--- src/rtl/dest_reg_pipe_pkg.sv ---
// Shared encodings for destination-register selection and operand forwarding
// in the MIPS destination-register pipeline.
package dest_reg_pipe_pkg;

    typedef enum logic [1:0] {
        REG_DST_RT = 2'd0,
        REG_DST_RD = 2'd1,
        REG_DST_RA = 2'd2
    } reg_dst_e;

    typedef enum logic [1:0] {
        FWD_REG = 2'd0,
        FWD_WB  = 2'd1,
        FWD_MEM = 2'd2
    } fwd_e;

    localparam int ZERO_REG = 0;

endpackage

--- src/rtl/dest_reg_pipe_stage_ctl.sv ---
// One pipeline stage register holding {valid, reg_write, mem_read, dest};
// a bubble request loads all-zero control instead of the upstream stage.
module pipe_stage_ctl #(
    parameter int ADDR_W = 5
) (
    input  logic              clk,
    input  logic              reset,
    input  logic              bubble,
    input  logic              d_valid,
    input  logic              d_reg_write,
    input  logic              d_mem_read,
    input  logic [ADDR_W-1:0] d_dest,
    output logic              q_valid,
    output logic              q_reg_write,
    output logic              q_mem_read,
    output logic [ADDR_W-1:0] q_dest
);

    logic              valid_q,     valid_d;
    logic              reg_write_q, reg_write_d;
    logic              mem_read_q,  mem_read_d;
    logic [ADDR_W-1:0] dest_q,      dest_d;

    // NOTE: every always_comb output gets a default first so no path leaves it unassigned (no latch).
    always_comb begin
        valid_d     = d_valid;
        reg_write_d = d_reg_write;
        mem_read_d  = d_mem_read;
        dest_d      = d_dest;
        if (bubble) begin
            valid_d     = 1'b0;
            reg_write_d = 1'b0;
            mem_read_d  = 1'b0;
            dest_d      = '0;
        end
    end

    // NOTE: state flops use non-blocking assignments so all stages update from pre-edge values.
    always_ff @(posedge clk or posedge reset) begin
        if (reset) begin
            valid_q     <= 1'b0;
            reg_write_q <= 1'b0;
            mem_read_q  <= 1'b0;
            dest_q      <= '0;
        end else begin
            valid_q     <= valid_d;
            reg_write_q <= reg_write_d;
            mem_read_q  <= mem_read_d;
            dest_q      <= dest_d;
        end
    end

    assign q_valid     = valid_q;
    assign q_reg_write = reg_write_q;
    assign q_mem_read  = mem_read_q;
    assign q_dest      = dest_q;

endmodule

--- src/rtl/dest_reg_pipe.sv ---
// Destination-register pipeline ID->EX->MEM->WB with load-use stall detection
// and EX operand forwarding selects.
module dest_reg_pipe
    import dest_reg_pipe_pkg::*;
#(
    parameter int ADDR_W = 5,
    parameter int RA_REG = 31
) (
    input  logic              clk,
    input  logic              reset,
    input  logic              id_valid,
    input  logic [ADDR_W-1:0] id_rs,
    input  logic [ADDR_W-1:0] id_rt,
    input  logic [ADDR_W-1:0] id_rd,
    input  logic              id_uses_rs,
    input  logic              id_uses_rt,
    input  logic [1:0]        id_reg_dst,
    input  logic              id_reg_write,
    input  logic              id_mem_read,
    input  logic              flush,
    output logic [ADDR_W-1:0] ex_dest,
    output logic [ADDR_W-1:0] mem_dest,
    output logic              mem_reg_write,
    output logic [ADDR_W-1:0] wb_dest,
    output logic              wb_reg_write,
    output logic              wb_mem_to_reg,
    output logic [1:0]        fwd_a,
    output logic [1:0]        fwd_b,
    output logic              load_use_stall
);

    localparam logic [ADDR_W-1:0] ZERO = ADDR_W'(ZERO_REG);
    localparam logic [ADDR_W-1:0] RA   = ADDR_W'(RA_REG);

    logic [ADDR_W-1:0] id_dest;
    logic              id_we;

    always_comb begin
        case (id_reg_dst)
            REG_DST_RD: id_dest = id_rd;
            REG_DST_RA: id_dest = RA;
            default:    id_dest = id_rt;
        endcase
    end

    // Writes to $0 are dropped here so no later stage ever forwards or retires them.
    assign id_we = id_valid & id_reg_write & (id_dest != ZERO);

    logic              ex_valid,  ex_rw,  ex_mr;
    logic              mem_valid, mem_rw, mem_mr;
    logic              wb_valid,  wb_rw,  wb_mr;
    logic [ADDR_W-1:0] ex_dst, mem_dst, wb_dst;
    logic              ex_bubble;

    assign ex_bubble = load_use_stall | flush;

    pipe_stage_ctl #(.ADDR_W(ADDR_W)) u_ex (
        .clk(clk), .reset(reset), .bubble(ex_bubble),
        .d_valid(id_valid), .d_reg_write(id_we),
        .d_mem_read(id_valid & id_mem_read), .d_dest(id_dest),
        .q_valid(ex_valid), .q_reg_write(ex_rw),
        .q_mem_read(ex_mr), .q_dest(ex_dst)
    );

    pipe_stage_ctl #(.ADDR_W(ADDR_W)) u_mem (
        .clk(clk), .reset(reset), .bubble(flush),
        .d_valid(ex_valid), .d_reg_write(ex_rw),
        .d_mem_read(ex_mr), .d_dest(ex_dst),
        .q_valid(mem_valid), .q_reg_write(mem_rw),
        .q_mem_read(mem_mr), .q_dest(mem_dst)
    );

    pipe_stage_ctl #(.ADDR_W(ADDR_W)) u_wb (
        .clk(clk), .reset(reset), .bubble(1'b0),
        .d_valid(mem_valid), .d_reg_write(mem_rw),
        .d_mem_read(mem_mr), .d_dest(mem_dst),
        .q_valid(wb_valid), .q_reg_write(wb_rw),
        .q_mem_read(wb_mr), .q_dest(wb_dst)
    );

    // EX-only source fields used for forwarding.
    logic [ADDR_W-1:0] ex_rs_q, ex_rs_d, ex_rt_q, ex_rt_d;
    logic              ex_uses_rs_q, ex_uses_rs_d, ex_uses_rt_q, ex_uses_rt_d;

    always_comb begin
        ex_rs_d      = id_rs;
        ex_rt_d      = id_rt;
        ex_uses_rs_d = id_valid & id_uses_rs;
        ex_uses_rt_d = id_valid & id_uses_rt;
        if (ex_bubble) begin
            ex_rs_d      = '0;
            ex_rt_d      = '0;
            ex_uses_rs_d = 1'b0;
            ex_uses_rt_d = 1'b0;
        end
    end

    always_ff @(posedge clk or posedge reset) begin
        if (reset) begin
            ex_rs_q      <= '0;
            ex_rt_q      <= '0;
            ex_uses_rs_q <= 1'b0;
            ex_uses_rt_q <= 1'b0;
        end else begin
            ex_rs_q      <= ex_rs_d;
            ex_rt_q      <= ex_rt_d;
            ex_uses_rs_q <= ex_uses_rs_d;
            ex_uses_rt_q <= ex_uses_rt_d;
        end
    end

    logic ex_load_live;
    assign ex_load_live   = ex_valid & ex_mr & (ex_dst != ZERO);
    assign load_use_stall = id_valid & ex_load_live &
                            ((id_uses_rs & (id_rs == ex_dst)) |
                             (id_uses_rt & (id_rt == ex_dst)));

    function automatic fwd_e fwd_sel(input logic uses, input logic [ADDR_W-1:0] src,
                                     input logic m_hit_en, input logic [ADDR_W-1:0] m_dst,
                                     input logic w_hit_en, input logic [ADDR_W-1:0] w_dst);
        fwd_e sel;
        sel = FWD_REG;
        if (uses && src != ZERO) begin
            if (m_hit_en && m_dst == src)      sel = FWD_MEM;
            else if (w_hit_en && w_dst == src) sel = FWD_WB;
        end
        return sel;
    endfunction

    logic mem_we, wb_we;
    assign mem_we = mem_valid & mem_rw;
    assign wb_we  = wb_valid & wb_rw;

    assign fwd_a = fwd_sel(ex_uses_rs_q, ex_rs_q, mem_we, mem_dst, wb_we, wb_dst);
    assign fwd_b = fwd_sel(ex_uses_rt_q, ex_rt_q, mem_we, mem_dst, wb_we, wb_dst);

    assign ex_dest       = ex_valid  ? ex_dst  : ZERO;
    assign mem_dest      = mem_valid ? mem_dst : ZERO;
    assign wb_dest       = wb_valid  ? wb_dst  : ZERO;
    assign mem_reg_write = mem_we;
    assign wb_reg_write  = wb_we;
    assign wb_mem_to_reg = wb_valid & wb_mr;

endmodule

--- config.mk ---
export PLATFORM = sky130hd
export DESIGN_NAME = dest_reg_pipe
export DESIGN_NICKNAME = d
export VERILOG_FILES = /design/src/rtl/dest_reg_pipe_pkg.sv /design/src/rtl/dest_reg_pipe_stage_ctl.sv /design/src/rtl/dest_reg_pipe.sv
export SDC_FILE = /design/constraint.sdc
export NUM_CORES = 1
export LEC_CHECK = 0
export CORE_ASPECT_RATIO = 1.4
export CORE_MARGIN = 2
export CORE_UTILIZATION = 51
export DETAILED_ROUTE_END_ITERATION = 12
export PLACE_DENSITY = 0.93
export SYNTH_ARGS = -nofsm -noshare
export SYNTH_HDL_FRONTEND = slang
export SYNTH_SLANG_ARGS = --single-unit
--- constraint.sdc ---
create_clock -name clk -period 2.2 [get_ports clk]
set_clock_uncertainty 0.05 [all_clocks]
set_input_delay 0.44 -clock clk [delete_from_list [all_inputs] [get_ports clk]]
set_output_delay 0.44 -clock clk [all_outputs]
set_load 0.01 [all_outputs]
==> metrics, run 1 <==
setup slack after layout=0.0380 ns; WL/cell=16.6 µm; fraction of layout cells with a size suffix above 1=20.8%; Top FF cell, synth=dfrtp_1; CP Cell Sequence=xnor2_1, nand4_1, nor3_1, nor3_2, buf_2; top cells by area, synth=dfrtp_1 51%, xnor2_1 12%, and2_1 11%, xor2_1 3.0%, nor2b_1 2.8%; Setup-failing EPs final=0; # DRC=0; initial core utilization=a little over half; Die X=53.7 µm; total CTS buffers=5; DRT Wirelength=about 4.6 mm; leading area contributor after synthesis=dfrtp_1; peak supply drop=0.707 mV; DIE AREA=0.00395 mm²; Max Cap Viol=0; largest net degree at the start of global routing=37; GRT Total Usage=25.3%; synthesis-to-finish area growth=45.3%; synth warn=0; Post-synth EDFFs=0; CTS tree=yes; DP Wirelength=around 3.1 mm; crit path DAT=between 1.5 and 2 ns; Die Ht=73.5 µm; later-pin clock latency in the skew report=0.29 ns; Req. time, crit path=around 1.7 ns; FMAX=between 400 and 500 MHz; antenna-violating nets left=0; global-route wire length before repair=6.89 mm; clock sinks=36; Clock transition at path regs=0.07 ns; CP top delay family=simple AND/OR/NAND/NOR gates; Largest stage delay, worst path=0.46 ns; # nets final=262; area share of the largest cell type after synthesis=51.1%; CP max FO=3; most common cell in the netlist=dfrtp_1; Post-Syn Area=0.00176 mm²; Max clock buf depth=2; Leak Pwr=0.00116 µW; outcome=finished, final reports clean; initial DRC count=17; Fin. Hold Viols=0; Mean Syn Cell Area=10.8 µm²; Via density=about 5.3; CP endpoint kind=primary output; DR pass1 iterations=4; Seq. cell area=about 900 µm²; Startpoint Class=register; placed cell count=~260; vias in the first global route=1,499; PD cells=615 mW/mm²; Tmin final=2.16 ns; Worst slew margin=59.8%; Netlist cell types=29; crit share post-route=98.3%; worst-margin pin slew=0.603 ns; Final Max Tran Viols=0; I/O Pins=48; Multi-input gate area=approximately 900 µm²; overflow left after global routing=0; Post-synth top cells=36 x dfrtp_1, 30 x and2_1, 24 x xnor2_1; Post-Syn Nets=190; DP Worst Slack=-0.512 ns; Cell Rows=25; register area share after synthesis=51.1%; via count=1,464; CP Buf/Inv Count=1; post-synthesis cell count=roughly 160; asr flop ratio synth=100%; GP Congestion=0.830; WS Path Type=register to primary output; initial antenna violation count=0; flops & latches, synth=36; n_diodes=0; # fillers=234; clock root cell=clkbuf_8; Non-Filler Instances=276; slowest stage cell on the critical path=dfrtp_1; Core Region=0.00335 mm²; Hold Path Class=register to register; CTS H-tree depth=2; port bufs=47
worst paths after layout:
| path | startpoint | slack (ns) | end | depth (start not counted) |
|---|---|---|---|---|
| min in group asynchronous | reset | 0.50 | ex_rs_q[0] | 3 |
| worst min register to register | u_mem.q_mem_read | 0.30 | u_wb.q_mem_read | 0 |
| worst max register to register | u_ex.q_dest[2] | 0.28 | u_ex.q_dest[2] | 6 |
| worst min-delay path | u_mem.q_mem_read | 0.30 | u_wb.q_mem_read | 0 |
| worst max-delay path | ex_rt_q[0] | 0.04 | fwd_b[0] | 5 |
| max in group asynchronous | reset | 1.27 | u_wb.q_valid | 3 |
where the power goes:
| group | switching (µW) | internal [µW] | leakage, µW |
|---|---|---|---|
| logic | 119 | 152 | 0.000629 |
| registers | 45.5 | 697 | 0.000477 |
| clock network | 226 | 336 | 0.0000552 |
| total | 390 | 1190 | 0.00116 |
routing by layer:
metal | up-vias | GRT usage [%] | routed length, µm
met2 | 52 | 47.2 | 2740
met4 | 0 | 14.5 | 162
met1 | 708 | 23.9 | 1510
met3 | 11 | 5.49 | 166
li1 | 693 | - | -
met5 | - | 0 | 0
cell type report:
class | instances | area share [%]
Clock buffer | 6 | 2.83
Timing Repair Buffer | 68 | 23.1
Multi-Input combinational cell | 118 | 34.7
Tap cell | 40 | 1.96
Inverter | 6 | 0.880
Clock inverter | 2 | 1.37
Sequential cell | 36 | 35.2
flip-flops by register name, indices dropped and copies added (netlist names):
| signal | count |
|---|---|
| ex_rt_q | 5 |
| u_mem.q_reg_write | 1 |
| u_wb.q_dest | 5 |
| u_mem.q_mem_read | 1 |
| u_wb.q_mem_read | 1 |
| ex_uses_rt_q | 1 |
| u_wb.q_reg_write | 1 |
| u_ex.q_reg_write | 1 |
| u_ex.q_valid | 1 |
| u_mem.q_dest | 5 |
| u_mem.q_valid | 1 |
| ex_uses_rs_q | 1 |
| ex_rs_q | 5 |
| u_ex.q_mem_read | 1 |
| u_wb.q_valid | 1 |
| u_ex.q_dest | 5 |
kinds of logic (layout without fill, tap and decap cells):
group	count (synthesis)	count (layout)	synth area share (%)
AND/OR/NAND/NOR	72	72	24.7
flip-flops	36	36	51.1
XOR/XNOR	30	30	14.9
buffers and inverters	9	82	2.34
adder cells (fa/ha/maj)	2	2	1.42
AO/OA/AOI/OAI	14	14	5.47
placed cells by master (no fill, tap or decap), drive strengths merged, types with 6 or more instances in the layout:
master / n
and2: 30
clkdlybuf4s50: 33
dlygate4sd2: 9
inv: 6
dfrtp: 36
xnor2: 24
nor3: 6
xor2: 6
clkbuf: 8
buf: 24
nor2b: 8
repair_timing:
action,4_1_cts,5_1_grt
endpoints found under the setup margin,6,5
buffers inserted,4,1
gates resized for setup,36,9
hold buffers,0,0
pin swaps,9,7
per-stage QoR:
| stage | total power (µW) | hold WS (ns) | area [µm²] | util [%] | setup TNS [ns] |
|---|---|---|---|---|---|
| final | 1580 | 0.300 | 2560 | 76.5 | 0 |
| after global routing | 1640 | 0.302 | 2560 | 76.5 | -0.0377 |
| after CTS | 1570 | 0.302 | 2540 | 76.0 | 0 |
| after detailed placement | 1000 | 0.286 | 2380 | 71.2 | -0.993 |
| after global placement | 988 | 0.289 | 2380 | 71.2 | -0.903 |
| after floorplan | 879 | 0.281 | 1760 | - | 0 |
Note: power is estimated with default switching activity, not from simulation.
==> run 2, diff against run 1 <==
CORE_ASPECT_RATIO = default   (was 1.4)
CTS_CLUSTER_SIZE = 14   (was default)
==> run 2 against run 1 <==
Against the previous run: the flow now finishes with violations (negative setup slack); total power is 6.4% lower; die area is 0.16% lower; non-clock buffer count is 7 higher; clock power is 20% lower; routed wire length is 5.2% lower; register-to-register slack better by 0.09 ns; hold slack better by 0.027 ns; largest cell class unchanged.
==> metrics, run 2 (synthesized netlist as in run 1, its figures left out) <==
outcome=complete, but fails checks; failing checks=negative setup slack; CP endpoint kind=primary output; CTS H-tree depth=2 (unchanged); clock root cell=clkbuf_4; Req. time, crit path=1.71 ns (about the same); initial DRC count=22 (+5); DP Worst Slack=-0.502 ns (+0.0102 ns); I/O Pins=48 (unchanged); DIE AREA=0.00394 mm² (-0.16%); Multi-input gate area=900 µm² (+1.4%); Via density=5.05 (-4.8%); Die Ht=62.8 µm (-15%); overflow left after global routing=0 (unchanged); Max Cap Viol=0 (unchanged); crit share post-route=101% (+2.6 points); clock share of power=30.6% (-5.1 points); GP Congestion=0.859 (+3.5%); most frequent cells in the layout=36 x dfrtp_1, 36 x clkdlybuf4s50_1, 29 x and2_1, 28 x buf_4, 22 x xnor2_1; Fin. Hold Viols=0 (unchanged); largest net degree at the start of global routing=37 (unchanged); setup slack after layout=-0.0199 ns (-0.0579 ns); RSZ-0062 raised after global routing=true; Setup-failing EPs final=2 (+2); CP max FO=3 (unchanged); fraction of layout cells with a size suffix above 1=23.0% (+2.3 points); DP Wirelength=3.28 mm (+5.3%); GRT Total Usage=24.0% (-1.3 points); Leak Pwr=0.00122 µW (+4.8%); Seq. cell area=901 µm² (unchanged); DR pass1 iterations=4 (unchanged); later-pin clock latency in the skew report=0.34 ns (+0.05 ns); WL/cell=15.0 µm (-9.5%); WS Path Type=primary input to primary output; Final Max Tran Viols=0 (unchanged); cell area after layout=0.00262 mm² (+2.3%); CTS tree=yes; worst-margin pin slew=0.431 ns (-0.173 ns); Worst slew margin=71.3% (+12 points); Die X=62.8 µm (+17%); vias in the first global route=1,498 (-0.067%); clock sinks=36 (unchanged); Startpoint Class=primary input; part of the power in registers=50.0% (+2.9 points); # nets final=269 (+2.7%); peak supply drop=0.375 mV (-47%); # DRC=0 (unchanged); synthesis-to-finish area growth=48.7%; Combinational Power Share=19.4% (+2.2 points); initial antenna violation count=0 (unchanged); crit path DAT=1.73 ns (+0.06 ns); global-route wire length before repair=7.05 mm (+2.3%); Tmin final=2.22 ns (+0.0579 ns); # fillers=225 (-3.8%); DRT Wirelength=4.34 mm (-5.2%); FMAX=450 MHz (-2.6%); Core Region=0.00334 mm² (-0.30%); switch share=25.3% (+0.53 points); Net Sw Power=373 µW (-4.4%); initial core utilization=52.8% (+0.16 points); n_diodes=0 (unchanged); Cell Rows=21 (-16%); PD cells=563 mW/mm² (-8.6%); total CTS buffers=5 (unchanged); antenna-violating nets left=0 (unchanged); dpl cell area=0.00242 mm² (+1.6%); port bufs=47 (unchanged); Clock transition at path regs=0.11 ns (+0.04 ns); Hold Path Class=primary input to register; Max clock buf depth=2 (unchanged); via count=1,459 (-0.34%); Int Power=1100 µW (-7.1%)
==> run 2: cell count changes in the layout (fill, tap and decap cells not counted), moves of 2 or more <==
| cell | previous run | this run |
|---|---|---|
| buf_4 | 21 | 28 |
| dlygate4sd2_1 | 9 | 2 |
| clkbuf_4 | 0 | 5 |
| clkbuf_8 | 5 | 0 |
| dlymetal6s2s_1 | 0 | 4 |
| clkdlybuf4s50_1 | 33 | 36 |
| buf_2 | 3 | 5 |
| clkbuf_2 | 2 | 0 |
==> run 2: per-stage QoR <==
stage / total power (µW) / setup TNS [ns] / hold WS, ns / std cells / utilization [%]
6_report: 1470 / -0.0337 / 0.327 / 289 / 78.5
5_1_grt: 1540 / -0.311 / 0.328 / 289 / 78.5
4_1_cts: 1470 / -0.0222 / 0.326 / 286 / 76.4
3_5_place_dp: 1010 / -1.01 / 0.304 / 273 / 72.6
3_3_place_gp: 995 / -0.835 / 0.284 / 273 / 72.6
2_1_floorplan: 879 / 0 / 0.281 / 163 / -
==> run 2: final cells by class <==
cell class	count	share of cell area, %
repair buffers	75	25.3
clock inverters	2	1.34
flip-flops and latches	36	34.4
multi-input cells	118	34.3
well taps	46	2.20
inverters	6	0.860
clock buffers	6	1.58
==> run 2: what timing repair did <==
item	4_1_cts	5_1_grt
pin swaps	9	11
endpoints found under the hold margin	0	0
resized for setup	34	10
buffers inserted	5	3
hold buffers	0	0
setup endpoints to repair	6	6
==> run 2: per-layer routing <==
| metal | wire length, µm | part of all wire (%) | global-route usage (%) | vias to the layer above |
|---|---|---|---|---|
| li1 | - | - | - | 705 |
| met1 | 1540 | 35 | 23.8 | 694 |
| met2 | 2540 | 59 | 47.2 | 49 |
| met3 | 178 | 4.1 | 6.67 | 11 |
| met4 | 82 | 1.9 | 7.78 | 0 |
| met5 | 0 | 0 | 0 | - |
==> run 2: worst max-delay path, cell delays in order <==
cell and delay [ns]:
clkdlybuf4s50_1 0.53, xnor2_1 0.13, nand4_1 0.13, o22ai_2 0.18, and2_4 0.19, buf_2 0.14
==> run 2: final timing paths <==
check                           depth (start not counted)              end        startpoint  slack, ns
worst max-delay path                                    6   load_use_stall          id_rt[2]      -0.02
worst min-delay path                                    2       ex_rs_q[4]          id_rs[4]       0.33
worst max register to register                          8     ex_uses_rt_q    u_ex.q_dest[2]       0.37
worst min register to register                          0  u_wb.q_mem_read  u_mem.q_mem_read       0.33
max in group asynchronous                               3   u_ex.q_dest[2]             reset       1.34
min in group asynchronous                               3   u_wb.q_dest[1]             reset       0.45
==> run 2: power by group through the flow <==
| stage | logic [µW] | registers [µW] | clock network (µW) |
|---|---|---|---|
| 2_1_floorplan | 139 | 740 | 0 |
| 3_3_place_gp | 248 | 747 | 0 |
| 3_5_place_dp | 257 | 749 | 0 |
| 4_1_cts | 274 | 735 | 456 |
| 5_1_grt | 310 | 744 | 489 |
| 6_report | 286 | 737 | 452 |
==> run 3, diff against run 2 <==
PLACE_DENSITY = 0.94   (was 0.93)
SETUP_SLACK_MARGIN = 0.3   (was default)
==> run 3 against run 2 <==
Against the previous run: the run still ends with negative setup slack left; critical path depth down 1; non-clock buffer count up 6; clock power up 4%; hold slack worse by 0.015 ns; clock-buffer cell count down 1; sequential power up 0.5%; routed wire length up 19%; largest power group unchanged.
==> metrics, run 3 (synthesized netlist as in run 1, its figures left out) <==
outcome=complete, but fails checks; failing checks=negative setup slack; Worst slew margin=70.7% (-0.54 points); # nets final=275 (+2.2%); vias in the first global route=1,632 (+8.9%); Final Max Tran Viols=0 (unchanged); antenna-violating nets left=0 (unchanged); WL/cell=17.5 µm (+16%); Combinational Power Share=20.7% (+1.3 points); GP Congestion=0.894 (+4.0%); # fillers=186 (-17%); total CTS buffers=5 (unchanged); dpl cell area=0.00241 mm² (-0.52%); global-route wire length before repair=7.14 mm (+1.3%); FMAX=432 MHz (-4.0%); DIE AREA=0.00394 mm² (unchanged); I/O Pins=48 (unchanged); most frequent cells in the layout=33 x buf_4, 32 x dfrtp_1, 29 x and2_1, 18 x dlygate4sd2_1, 17 x xnor2_1; Req. time, crit path=1.71 ns (about the same); Net Sw Power=415 µW (+11%); Core Region=0.00334 mm² (unchanged); Int Power=1110 µW (+0.96%); CP endpoint kind=primary output; setup slack after layout=-0.113 ns (-0.0934 ns); clock root cell=clkbuf_4; peak supply drop=0.500 mV (+33%); commonest non-fill, non-tap cell in the layout=buf_4; port bufs=47 (unchanged); initial antenna violation count=0 (unchanged); Hold Path Class=register to register; initial core utilization=52.8% (unchanged); crit share post-route=105% (+4.2 points); Leak Pwr=0.00136 µW (+12%); clock sinks=36 (unchanged); PD cells=560 mW/mm² (-0.54%); worst-margin pin slew=0.439 ns (+0.00804 ns); later-pin clock latency in the skew report=0.35 ns (about the same); RSZ-0062 raised after global routing=true; overflow left after global routing=0 (unchanged); initial DRC count=56 (+150%); # DRC=0 (unchanged); Non-Filler Instances=295 (+2.1%); DRT Wirelength=5.16 mm (+19%); placed cell count=268 (-1.8%); Fin. Hold Viols=0 (unchanged); CP max FO=3 (unchanged); Clock transition at path regs=0.11 ns (about the same); crit path DAT=1.82 ns (+0.09 ns); Die X=62.8 µm (unchanged); setup TNS=-0.301 ns (-0.268 ns); DP Wirelength=3.13 mm (-4.4%); n_diodes=0 (unchanged); part of the power in registers=48.5% (-1.5 points); via count=1,588 (+8.8%); Max Cap Viol=0 (unchanged); switch share=27.2% (+1.9 points); Die Ht=62.8 µm (unchanged); Max clock buf depth=2 (unchanged); CTS H-tree depth=2 (unchanged); WS Path Type=register to primary output; synthesis-to-finish area growth=54.8%; cell area after layout=0.00273 mm² (+4.1%); DP Worst Slack=-0.445 ns (+0.0568 ns); clock share of power=30.8% (+0.2 points); GRT Total Usage=23.9% (-0.031 points); CTS tree=yes; DR pass1 iterations=4 (unchanged); largest net degree at the start of global routing=37 (unchanged); CTS Hold Bufs=0 (unchanged); Startpoint Class=register; Via density=5.38 (+6.6%); Cell Rows=21 (unchanged); Tmin final=2.31 ns (+0.0934 ns); Seq. cell area=906 µm² (+0.56%); Multi-input gate area=958 µm² (+6.5%); Setup-failing EPs final=4 (+2); Min Hold Slack=0.312 ns (-0.0152 ns); fraction of layout cells with a size suffix above 1=31.3% (+8.3 points)
run 3: area by class of cell:
cell class	count	area share [%]
Clock buffer	5	1.38
Clock inverter	3	1.56
Inverter	6	1.01
Multi-Input combinational cell	118	35.1
Sequential cell	36	33.2
Tap cell	46	2.11
Timing Repair Buffer	81	25.6
run 3: metrics by stage:
stage	total power [µW]	utilization [%]
3_5_place_dp	1010	72.2
3_3_place_gp	998	72.2
5_1_grt	1590	81.7
4_1_cts	1480	77.9
2_1_floorplan	883	-
6_report	1530	81.7
run 3: per-layer routing:
layer / routed length, µm / GRT usage (%) / share of wire, % / up-vias
met5: 0 / 0 / 0 / -
met4: 155 / 12.2 / 3.0 / 0
met3: 198 / 4.86 / 3.8 / 15
met2: 2830 / 46.2 / 55 / 65
met1: 1970 / 23.8 / 38 / 790
li1: - / - / - / 718
run 3: final timing paths:
check / from / end / slack [ns] / depth (start not counted)
worst max-delay path: ex_rt_q[2] / fwd_b[1] / -0.11 / 5
worst min-delay path: u_mem.q_mem_read / u_wb.q_mem_read / 0.31 / 0
worst max register to register: u_ex.q_dest[4] / u_ex.q_reg_write / 0.38 / 8
worst min register to register: u_mem.q_mem_read / u_wb.q_mem_read / 0.31 / 0
max in group asynchronous: reset / u_ex.q_dest[2] / 1.34 / 3
min in group asynchronous: reset / u_ex.q_mem_read / 0.43 / 3
run 3: power groups by stage:
| stage | clock [µW] | sequential, µW | combinational, µW |
|---|---|---|---|
| floorplan | 0 | 740 | 144 |
| global placement | 0 | 749 | 249 |
| detailed placement | 0 | 750 | 257 |
| CTS | 461 | 736 | 280 |
| global route | 506 | 746 | 341 |
| finish | 470 | 741 | 316 |
run 3: critical path, cell delays in order (launching register included):
cell and delay [ns]:
dfrtp_1 0.44, or4_1 0.54, o21ai_2 0.17, buf_4 0.14, nor4_2 0.04, clkbuf_2 0.14
run 3: repair_timing:
item	in CTS	in global routing
endpoints found under the hold margin	0	0
pin swaps	6	10
endpoints found under the setup margin	24	17
buffers inserted	14	5
resized for setup	56	25
